==> config.mk <==
export PLATFORM = sky130hd
export DESIGN_NAME = sync_fifo
export DESIGN_NICKNAME = d
export VERILOG_FILES = /design/src/rtl/fifo_pkg.sv /design/src/rtl/fifo_dpram.sv /design/src/rtl/sync_fifo.sv
export SDC_FILE = /design/constraint.sdc
export NUM_CORES = 1
export LEC_CHECK = 0
export CELL_PAD_IN_SITES_DETAIL_PLACEMENT = 0
export CELL_PAD_IN_SITES_GLOBAL_PLACEMENT = 1
export CORE_ASPECT_RATIO = 0.9
export CORE_MARGIN = 1.5
export CORE_UTILIZATION = 30
export CTS_CLUSTER_SIZE = 8
export DETAILED_ROUTE_END_ITERATION = 12
export PLACE_DENSITY_LB_ADDON = 0.1
export SLEW_MARGIN = 10
export SYNTH_ARGS = -nofsm -noshare
export SYNTH_HDL_FRONTEND = slang
export SYNTH_HIERARCHICAL = 1
export SYNTH_SLANG_ARGS = --single-unit
==> constraint.sdc <==
create_clock -name wclk -period 2.9 [get_ports wclk]
set_input_delay 0.29 -clock wclk [delete_from_list [all_inputs] [get_ports wclk]]
set_output_delay 0.29 -clock wclk [all_outputs]
set_load 0.01 [all_outputs]
==> src/rtl/fifo_pkg.sv <==
// Shared constants and helpers for the sync_fifo storage element.
// Sizing derivations, default almost-levels and the even-parity function.
package fifo_pkg;

   localparam int unsigned DefaultAemptyLevel = 2;
   // almost_full default sits this many entries below DEPTH
   localparam int unsigned DefaultAfullMargin = 2;

   function automatic int unsigned depth_of(input int unsigned addr_size);
      return 32'd1 << addr_size;
   endfunction

   // Extra MSB is the wrap bit that separates full from empty
   function automatic int unsigned ptr_width(input int unsigned addr_size);
      return addr_size + 1;
   endfunction

   function automatic int unsigned afull_default(input int unsigned addr_size);
      return depth_of(addr_size) - DefaultAfullMargin;
   endfunction

   // Callers zero-extend; zeros do not change the XOR reduction
   function automatic logic even_parity(input logic [63:0] d);
      return ^d;
   endfunction

endpackage

==> src/rtl/fifo_dpram.sv <==
// 1W/1R storage array: synchronous write, combinational read by address.
module fifo_dpram
   import fifo_pkg::*;
#(
   parameter int unsigned WIDTH     = 8,
   parameter int unsigned ADDR_SIZE = 4
) (
   input  logic                 wclk,
   input  logic                 we,
   input  logic [ADDR_SIZE-1:0] waddr,
   input  logic [WIDTH-1:0]     wdata,
   input  logic [ADDR_SIZE-1:0] raddr,
   output logic [WIDTH-1:0]     rdata
);

   localparam int unsigned DEPTH = depth_of(ADDR_SIZE);

   logic [WIDTH-1:0] mem [DEPTH];

   always_ff @(posedge wclk) begin
      if (we) begin
         mem[waddr] <= wdata;
      end
   end

   assign rdata = mem[raddr];

endmodule

==> src/rtl/sync_fifo.sv <==
// Single-clock FIFO with registered read data, occupancy count and sticky error flags.
// Optional per-entry even parity is enabled by defining SYNC_FIFO_PARITY_EN.
module sync_fifo
   import fifo_pkg::*;
#(
   parameter int unsigned DATA_SIZE    = 8,
   parameter int unsigned ADDR_SIZE    = 4,
   parameter int unsigned AFULL_LEVEL  = afull_default(ADDR_SIZE),
   parameter int unsigned AEMPTY_LEVEL = DefaultAemptyLevel
) (
   input  logic                   wclk,
   input  logic                   wrst,
   input  logic                   winc,
   input  logic [DATA_SIZE-1:0]   wdata,
   input  logic                   rinc,
   output logic [DATA_SIZE-1:0]   rdata,
   output logic                   rvalid,
   output logic                   wfull,
   output logic                   rempty,
   output logic                   almost_full,
   output logic                   almost_empty,
   output logic [ADDR_SIZE:0]     count,
   output logic                   overflow,
   output logic                   underflow
`ifdef SYNC_FIFO_PARITY_EN
   ,
   output logic                   perr,
   output logic                   perr_sticky
`endif
);

   localparam int unsigned DEPTH = depth_of(ADDR_SIZE);
   localparam int unsigned PW    = ptr_width(ADDR_SIZE);
`ifdef SYNC_FIFO_PARITY_EN
   localparam int unsigned MW    = DATA_SIZE + 1;
`else
   localparam int unsigned MW    = DATA_SIZE;
`endif

   localparam logic [PW-1:0] DepthCnt  = PW'(DEPTH);
   localparam logic [PW-1:0] AfullLvl  = PW'(AFULL_LEVEL);
   localparam logic [PW-1:0] AemptyLvl = PW'(AEMPTY_LEVEL);

   logic [PW-1:0]        wptr_q, wptr_d, rptr_q, rptr_d, count_q, count_d;
   logic [DATA_SIZE-1:0] rdata_q;
   logic                 rvalid_q, overflow_q, underflow_q;
   logic                 push_ok, pop_ok;
   logic [MW-1:0]        mem_wdata, mem_rdata;

   // A push into a full FIFO is legal when a pop frees the slot on the same edge
   always_comb begin
      push_ok = winc && (!wfull || rinc);
      pop_ok  = rinc && !rempty;
   end

   always_comb begin
      wptr_d  = push_ok ? wptr_q + PW'(1) : wptr_q;
      rptr_d  = pop_ok  ? rptr_q + PW'(1) : rptr_q;
      count_d = count_q;
      case ({push_ok, pop_ok})
         2'b10:   count_d = count_q + PW'(1);
         2'b01:   count_d = count_q - PW'(1);
         default: count_d = count_q;
      endcase
   end

   always_comb begin
      wfull        = (count_q == DepthCnt);
      rempty       = (count_q == '0);
      almost_full  = (count_q >= AfullLvl);
      almost_empty = (count_q <= AemptyLvl);
      count        = count_q;
      rdata        = rdata_q;
      rvalid       = rvalid_q;
      overflow     = overflow_q;
      underflow    = underflow_q;
   end

`ifdef SYNC_FIFO_PARITY_EN
   assign mem_wdata = {even_parity(64'(wdata)), wdata};
`else
   assign mem_wdata = wdata;
`endif

   fifo_dpram #(
      .WIDTH     (MW),
      .ADDR_SIZE (ADDR_SIZE)
   ) u_mem (
      .wclk  (wclk),
      .we    (push_ok),
      .waddr (wptr_q[ADDR_SIZE-1:0]),
      .wdata (mem_wdata),
      .raddr (rptr_q[ADDR_SIZE-1:0]),
      .rdata (mem_rdata)
   );

   always_ff @(posedge wclk) begin
      if (wrst) begin
         wptr_q      <= '0;
         rptr_q      <= '0;
         count_q     <= '0;
         rdata_q     <= '0;
         rvalid_q    <= 1'b0;
         overflow_q  <= 1'b0;
         underflow_q <= 1'b0;
      end else begin
         wptr_q   <= wptr_d;
         rptr_q   <= rptr_d;
         count_q  <= count_d;
         rvalid_q <= pop_ok;
         if (pop_ok) begin
            rdata_q <= mem_rdata[DATA_SIZE-1:0];
         end
         if (winc && !push_ok) begin
            overflow_q <= 1'b1;
         end
         if (rinc && rempty) begin
            underflow_q <= 1'b1;
         end
      end
   end

`ifdef SYNC_FIFO_PARITY_EN
   logic perr_q, perr_sticky_q, rd_perr;

   assign rd_perr = even_parity(64'(mem_rdata[DATA_SIZE-1:0])) != mem_rdata[DATA_SIZE];

   always_ff @(posedge wclk) begin
      if (wrst) begin
         perr_q        <= 1'b0;
         perr_sticky_q <= 1'b0;
      end else begin
         perr_q <= pop_ok && rd_perr;
         if (pop_ok && rd_perr) begin
            perr_sticky_q <= 1'b1;
         end
      end
   end

   assign perr        = perr_q;
   assign perr_sticky = perr_sticky_q;
`endif

endmodule

==> metrics.csv <==
metric;value;unit
run_status;finished, final reports clean;
cts.sinks;152;
synthArstFlopShare;0;%
synth_fp_nets;361;
min_from;overflow$_SDFFE_PP0P_;
path_class;flip-flop to flip-flop;
setup-tns-final;0;ps
critPathCaptureType;flip-flop;
max_slew_margin;51.6;%
root_buffer;clkbuf_16;
maxCapViolCount;0;
fin_skew;6.12;ps
netlist_area;6120;sq um
drtIter0Drc;216;
dp_hpwl;8690;microns
h-tree-depth;4;
hold_violations;0;
port_buffers;31;
crit_start;count[3]$_SDFFE_PP0P_;
fmax;360;MHz
worstPathMaxFanout;5;
synth_edf_count;128;
initial_core_util;30.6;%
ys_types;40;
die_width;154;microns
ir_drop;0.000369;V
synth_flop_cell;edfxtp_1;
ctsResizeCount;0;
wl_per_cell;19.7;microns
yosysWarnings;6;
antenna_found_initial;0;
synth_top_area_share;62.8;%
crit_chain;or4_4 -> o31ai_4 -> ha_2 -> inv_1 -> fa_2 -> nand2b_1 -> a21oi_2 -> mux2i_1 -> mux2_2;
vias_per_cell;4.77;
post-route-min-period;2780;ps
post_dp_cell_area;6880;sq um
critPathRequiredTime;3210;ps
vias;3217;
synthMostInstantiatedCell;edfxtp_1;
postCtsSetupRepairBufs;0;
max_stage_delay;540;ps
clock_path_buffers;2;
avgSynthCellArea;17.9;sq um
drive_gt1_share;21.9;%
p_leak;2.54;nW
grt_pass1_wl;20500;microns
holdWs;471;ps
ys_ff_latch;152;
syn-instance-count;342;
startpoint_type;flip-flop;
place.gp.congestion;0.707;
track_usage;13.4;%
clk_pin_slew_worst_paths;60;ps
io_pins;32;
instances_no_fill;675;
ant_nets;0;
antenna_cells;0;
dieArea;21300;sq um
fin_crit_sh;95.8;%
postCtsHoldBufs;0;
die_h;138;microns
grt_overflow_total;0;
hold_path_class;flip-flop to flip-flop;
fillers;1872;
grt_max_degree;36;
wl;13300;microns
area_delta_synth_final;22.0;%
synth_commonest_cells;edfxtp_1, nor2_1, dfxtp_1;
dp_cells;643;
r2r_start;count[3]$_SDFFE_PP0P_;
stdcell_area;7460;sq um
cts_made_buffers;17;
arrival;3090;ps
first_pass_iters;4;
synth_top_area_cell;edfxtp_1;
crit_slowest_cell;or4_4;
drc;0;
core;20000;sq um
ys_seq_area_share;70.7;%
cts_tree;built;
synthTopCellsByArea;edfxtp_1, dfxtp_1, mux4_2, mux4_1, nor2_1;
setup_violations;0;
powerDensity;834;nW/um^2
worstMarginPinSlew;723;ps
grt_pass1_vias;3316;
clk-insertion-delay-late;420;ps
slew_violations;0;
rows;49;
rsz0062_at_grt;no;
nets;426;
[layout by cell type, fill, tap and decap left out, drive strengths merged, types with 3 or more instances in the layout]
master         Yosys  routed
nand2             11      11
edfxtp           128     128
mux4              32      32
nand2b             3       3
ha                 6       6
a21oi              7       7
clkbuf             4      17
mux2i             11      11
a22oi             16      16
clkdlybuf4s50      0      31
buf                9      31
xor2               7       7
dfxtp             24      24
nor2              45      45
nand3              3       3
clkinv             0      10
nor3               5       5
inv                6       7
[cell families (layout without fill, tap and decap cells)]
family / Yosys count / in the layout / synth area share (%)
xor gates and xnor gates: 7 / 7 / 1.00
buffers and inverters: 22 / 100 / 2.39
AOI/OAI and AO/OA: 31 / 31 / 3.89
adders and majority gates: 7 / 7 / 1.55
and+or+nand+nor: 79 / 79 / 5.87
muxes: 44 / 44 / 14.6
DFF: 152 / 152 / 70.7
[path summary, 6_finish.rpt]
kind,endpoint,slack (ps),depth (start not counted)
max,count[4]$_SDFFE_PP0P_,120,9
min,overflow$_SDFFE_PP0P_,470,2
max reg2reg,count[4]$_SDFFE_PP0P_,120,9
min reg2reg,overflow$_SDFFE_PP0P_,470,2
[layer usage]
| metal | GRT usage [%] | vias up | part of all wire, % |
|---|---|---|---|
| li1 | - | 1485 | - |
| met1 | 19.7 | 1667 | 50 |
| met2 | 19.6 | 56 | 45 |
| met3 | 3.61 | 9 | 3.9 |
| met4 | 3.83 | 0 | 0.99 |
| met5 | 0 | - | 0 |
[flip-flops by register name, summed over array words and instances (netlist names)]
signal     flops
wptr_q         4
count          5
u_mem/mem    128
rptr_q         4
overflow       1
underflow      1
rdata          8
rvalid         1
[power breakdown]
group          internal [mW]  switching, mW
Combinational          0.746          0.766
Sequential              2.50         0.0677
Clock                   1.27          0.877
Total                   4.51           1.71
[critical path: cells and delay by family, from the launching register on]
family	cells	cell delay, ps
AOI/OAI and AO/OA	2	380
adders and majority gates	2	630
buffers and inverters	1	80
DFF	1	320
muxes	2	560
and+or+nand+nor	2	700
[metrics by stage]
stage	total power, mW	worst slack [ps]	util (%)
global route	6.54	6.71	37.3
detailed placement	4.15	119	34.4
CTS	6.32	112	37.3
global placement	4.15	152	34.4
finish	6.22	123	37.3
floorplan	3.58	-35.4	-
[cell type report]
type	instances	area, sq um	share of cell area [%]
Sequential cell	152	4330	58.0
Multi-Input combinational cell	168	1660	22.2
Timing Repair Buffer	62	556	7.44
Clock buffer	17	425	5.70
Tap cell	255	319	4.28
Clock inverter	15	155	2.08
Inverter	6	22.5	0.302
(Power assumes the default switching activity.)
==> variant 1 (same flow settings) <==
Add a define of `SYNC_FIFO_PARITY_EN`.
--- a/src/rtl/sync_fifo.sv
+++ b/src/rtl/sync_fifo.sv
@@ -1,5 +1,7 @@
 // Single-clock FIFO with registered read data, occupancy count and sticky error flags.
 // Optional per-entry even parity is enabled by defining SYNC_FIFO_PARITY_EN.
+`define SYNC_FIFO_PARITY_EN
+
 module sync_fifo
    import fifo_pkg::*;
 #(
Behaviour (old outputs only; new: perr and perr_sticky): unchanged (Yosys induction, for registers that start in step).
==> variant 1 against the original RTL <==
  * Final cell count rose by 14%
  * Total power grew 14%
  * Routed wire length up 14%
  * Maximum frequency increased by 4.1%
  * Synthesized cell count up 13%
  * Hold slack got worse by 0.016 ns
  * Critical path type unchanged
  * Synthesized area up 13%
  * Worst setup slack better by 0.11 ns
  * Sequential cell count grew 18
  * Final area rose by 12%
  * Critical endpoint unchanged
  * Non-clock buffer count is 12 higher
==> variant 1: results (changes against the original RTL) <==
- Share of cells above drive strength 1: 0.2257 (+0.006691)
- Sequential area share after synthesis: 0.7032 (-0.003516)
- Post-Synth XOR/XNOR Area: 0.03178 (+0.02176)
- Iteration-0 DRC count of the detailed router: 253 (+17%)
- Synth async-reset ratio: 0 (unchanged)
- Number of flip-flops in the largest register: 144 (+13%)
- Max VDD drop: 0.0003603 V (-2.3%)
- Largest reg by FF count: u_mem/mem
- Run status: complete, no violations
- Leak: 0.002778 µW (+9.5%)
- Vias per cell: 4.649 (-2.5%)
- Reg clk slew, reported paths: 0.07 ns
- Slowest Stage Delay on Critical Path: 0.38 ns (-0.16 ns)
- Post-synthesis mux area share: 0.1288 (-0.01745)
- CTS Buf Count: 17 (unchanged)
- Synth Area in Adders: 0.01380 (-0.001739)
- Tightest hold margin: 0.4556 ns (-0.01586 ns)
- H-tree depth: 4 (unchanged)
- First-pass GRT wire length: 23340 µm (+14%)
- GRT overflow: 0 (unchanged)
- N_diodes: 0 (unchanged)
- Clock latency on the worst-skew pair: 0.42 ns (about the same)
- Number of enable flip-flop cells after synthesis: 144 (+13%)
- Crit path max fanout: 6 (+1)
- Syn nets: 404 (+12%)
- DRT Pass-1 Iters: 4 (unchanged)
- Family with the most delay on the worst path: simple AND/OR/NAND/NOR gates
- FILL cells: 2134 (+14%)
- Clock buffer depth: 2 (unchanged)
- Total routed wirelength: 15190 µm (+14%)
- Port Buf Inserts: 33 (+6.5%)
- Pre-CTS setup slack: 0.1666 ns (+0.04803 ns)
- CP max-delay cell: fa_2
- Crit path DAT: 3.02 ns (-0.07 ns)
- Cell variety after synth: 45 (+13%)
- Initial antenna violation count: 0 (unchanged)
- Slew HR: 0.5284 (+0.01192)
- Sw Ratio: 0.2875 (+0.01260)
- Complex-gate fraction of the synthesized area: 0.04141 (+0.002555)
- Clock Skews: 0.009348 ns (+0.003232 ns)
- Max Freq: 0.3749 GHz (+4.1%)
- Gpl congestion: 0.6949 (-1.7%)
- Largest net degree at the start of global routing: 40 (+11%)
- Syn. warnings: 6 (unchanged)
- Main synth FF type: edfxtp_1
- Vias in the first global route: 3749 (+13%)
- Tot GR Track Use: 0.1366 (+0.002188)
- Hold Path Class: reg2reg
- Root Driver: clkbuf_16
- Top post-synthesis cells by area: edfxtp_1 (63%), dfxtp_1 (7.6%), mux4_2 (6.9%)
- Commonest cells in the netlist: edfxtp_1 (144), nand2_1 (32), nor2_1 (29)
- Hpwl dp: 10140 µm (+17%)
- Layout Nets: 480 (+13%)
-- variant 1: stage by stage --
stage               cells  area [µm²]
floorplan             385        6889
global placement      739        7777
detailed placement    739        7777
CTS                   771        8342
global route          771        8354
finish                771        8354
-- variant 1: area by class of cell --
cell class | count | area share
Inverter | 4 | 0.002097
Sequential cell | 170 | 0.5804
Tap cell | 297 | 0.04448
Multi-Input combinational cell | 194 | 0.2261
Clock buffer | 18 | 0.05137
Clock inverter | 14 | 0.01617
Timing Repair Buffer | 74 | 0.07938
-- variant 1: logic make-up (layout without fill, tap and decap cells) --
kind of cell	count (synthesis)	in the layout
muxes	38	38
DFF	170	170
buffers and inverters	21	110
adders and majority gates	7	7
and+or+nand+nor	83	83
xor gates and xnor gates	25	25
AOI/OAI and AO/OA	41	41
-- variant 1: power groups by stage --
stage | Combinational [µW] | Sequential (µW) | Clock (µW)
2_1_floorplan | 1320 | 3010 | 0
3_3_place_gp | 2040 | 2980 | 0
3_5_place_dp | 2030 | 2990 | 0
4_1_cts | 2030 | 2930 | 2250
5_1_grt | 2190 | 2940 | 2350
6_report | 1990 | 2930 | 2180
-- variant 1: worst paths after layout --
path	from	endpoint	depth (start not counted)
hold reg to reg	rdata[7]	rdata[7]	2
setup / recovery	count[3]	count[4]	11
setup reg to reg	count[3]	count[4]	11
hold / removal	rdata[7]	rdata[7]	2
-- variant 1: worst reg2reg max path, delay by kind of cell, from the launching register on --
kind	cells	cell delay, ns
AND/OR/NAND/NOR	4	1.00
adder cells (fa/ha/maj)	2	0.64
XOR/XNOR	1	0.09
AO/OA/AOI/OAI	3	0.48
flip-flops	1	0.36
buffers and inverters	1	0.03
-- variant 1: timing repair --
action                     CTS  global route
buffers inserted             0             0
setup endpoints to repair    0             2
gates resized for setup      0             2
-- variant 1: routing by layer --
| layer | part of all wire | GRT usage | up-vias |
|---|---|---|---|
| met3 | 0.040 | 0.03303 | 11 |
| met2 | 0.48 | 0.2202 | 70 |
| met4 | 0.0094 | 0.03440 | 0 |
| met1 | 0.47 | 0.1855 | 1841 |
| met5 | 0 | 0 | - |
| li1 | - | - | 1662 |
==> variant 2 (same flow settings) <==
Made on the original files. Register the output `count`, cleared by the reset; this adds one clock of latency there. The other outputs are not delayed to match. Comments in the files are not updated.
--- a/src/rtl/sync_fifo.sv
+++ b/src/rtl/sync_fifo.sv
@@ -41,6 +41,8 @@
    localparam logic [PW-1:0] AfullLvl  = PW'(AFULL_LEVEL);
    localparam logic [PW-1:0] AemptyLvl = PW'(AEMPTY_LEVEL);
 
+   logic [ADDR_SIZE:0] count_c;
+
    logic [PW-1:0]        wptr_q, wptr_d, rptr_q, rptr_d, count_q, count_d;
    logic [DATA_SIZE-1:0] rdata_q;
    logic                 rvalid_q, overflow_q, underflow_q;
@@ -69,7 +71,7 @@
       rempty       = (count_q == '0);
       almost_full  = (count_q >= AfullLvl);
       almost_empty = (count_q <= AemptyLvl);
-      count        = count_q;
+      count_c      = count_q;
       rdata        = rdata_q;
       rvalid       = rvalid_q;
       overflow     = overflow_q;
@@ -141,5 +143,13 @@
    assign perr_sticky = perr_sticky_q;
 `endif
 
+   always_ff @(posedge wclk) begin
+      if (wrst) begin
+         count <= '0;
+      end else begin
+         count <= count_c;
+      end
+   end
+
 endmodule
 
Function: changed (Yosys sat finds a counterexample within 4 cycles, from zero or initial values and one cycle with wrst high).
==> variant 2 against the original RTL <==
  * Sequential cell count up 5
  * Count of clock-buffer cells in the layout unchanged
  * Routed wire length up 2.8%
  * Total power up 2.1%
  * Worst setup slack better by 0.0063 ns
  * Final cell count up 0.89%
  * Final area up 1.7%
  * Synthesized area up 1.9%
  * Critical path type unchanged
==> variant 2: results (changes against the original RTL) <==
- Run status: complete, no violations
- Met3 usage: 0.03239 (-0.003661)
- Sequential cell area: 0.004425 mm² (+2.3%)
- Max VDD drop: 0.0003641 V (-1.2%)
- Vias per cell: 4.808 (+0.88%)
- Tightest hold margin: 0.4733 ns (+0.001854 ns)
- Post-synthesis mux area share: 0.1435 (-0.002729)
- FILL cells: 1886 (+0.75%)
- Hpwl dp: 8611 µm (-0.88%)
- Complex-gate fraction of the synthesized area: 0.03813 (-0.0007252)
- Placed cell count: 650 (+1.1%)
- Syn avg cell area: 17.76 µm² (-0.71%)
- Share of cells above drive strength 1: 0.2042 (-0.01482)
- Pre-CTS setup slack: 0.06531 ns (-0.05324 ns)
- Total routed wirelength: 13650 µm (+2.8%)
- First-pass GRT wire length: 20820 µm (+1.6%)
- Reg-to-reg critical path startpoint: count_c[0]
- Syn nets: 370 (+2.5%)
- Gpl congestion: 0.7070 (about the same)
- Layout Nets: 433 (+1.6%)
- Slowest Stage Delay on Critical Path: 0.58 ns (+0.04 ns)
- Met3 WL: 471 µm (-9.4%)
- Iteration-0 DRC count of the detailed router: 211 (-2.3%)
- Leak: 0.002589 µW (+2.0%)
- Clk. pwr: 2210 µW (+3%)
- CP max-delay cell: or4_1
- Tot GR Track Use: 0.1348 (+0.0004437)
## variant 2: changes by cell type after synthesis, sizes merged
cell and delta:
dfxtp +5, nor2 +2, nor2b +2
## variant 2: critical path, delay by kind of cell (launching register included)
family | cells | cell delay [ns]
compound gates | 2 | 0.43
fa+ha+maj | 2 | 0.56
buf+inv | 1 | 0.07
flops | 1 | 0.30
mux | 2 | 0.55
simple gates | 2 | 0.75
## variant 2: worst max path at each step
stage	start	end	slack, ns	depth (start not counted)
floorplan	count_c[0]	count_c[4]	-0.03	10
detailed placement	count_c[0]	count_c[4]	0.07	9
CTS	count_c[0]	count_c[4]	0.06	9
finish	count_c[0]	count_c[4]	0.13	9
global route	count_c[0]	count_c[4]	-0.0007	9
global placement	count_c[0]	count_c[4]	0.10	9
## variant 2: cell type report
type,count,area share
Tap cell,255,0.04205
Sequential cell,157,0.5833
Clock buffer,17,0.05607
Timing Repair Buffer,60,0.07289
Multi-Input combinational cell,172,0.2218
Clock inverter,14,0.02094
Inverter,6,0.002968
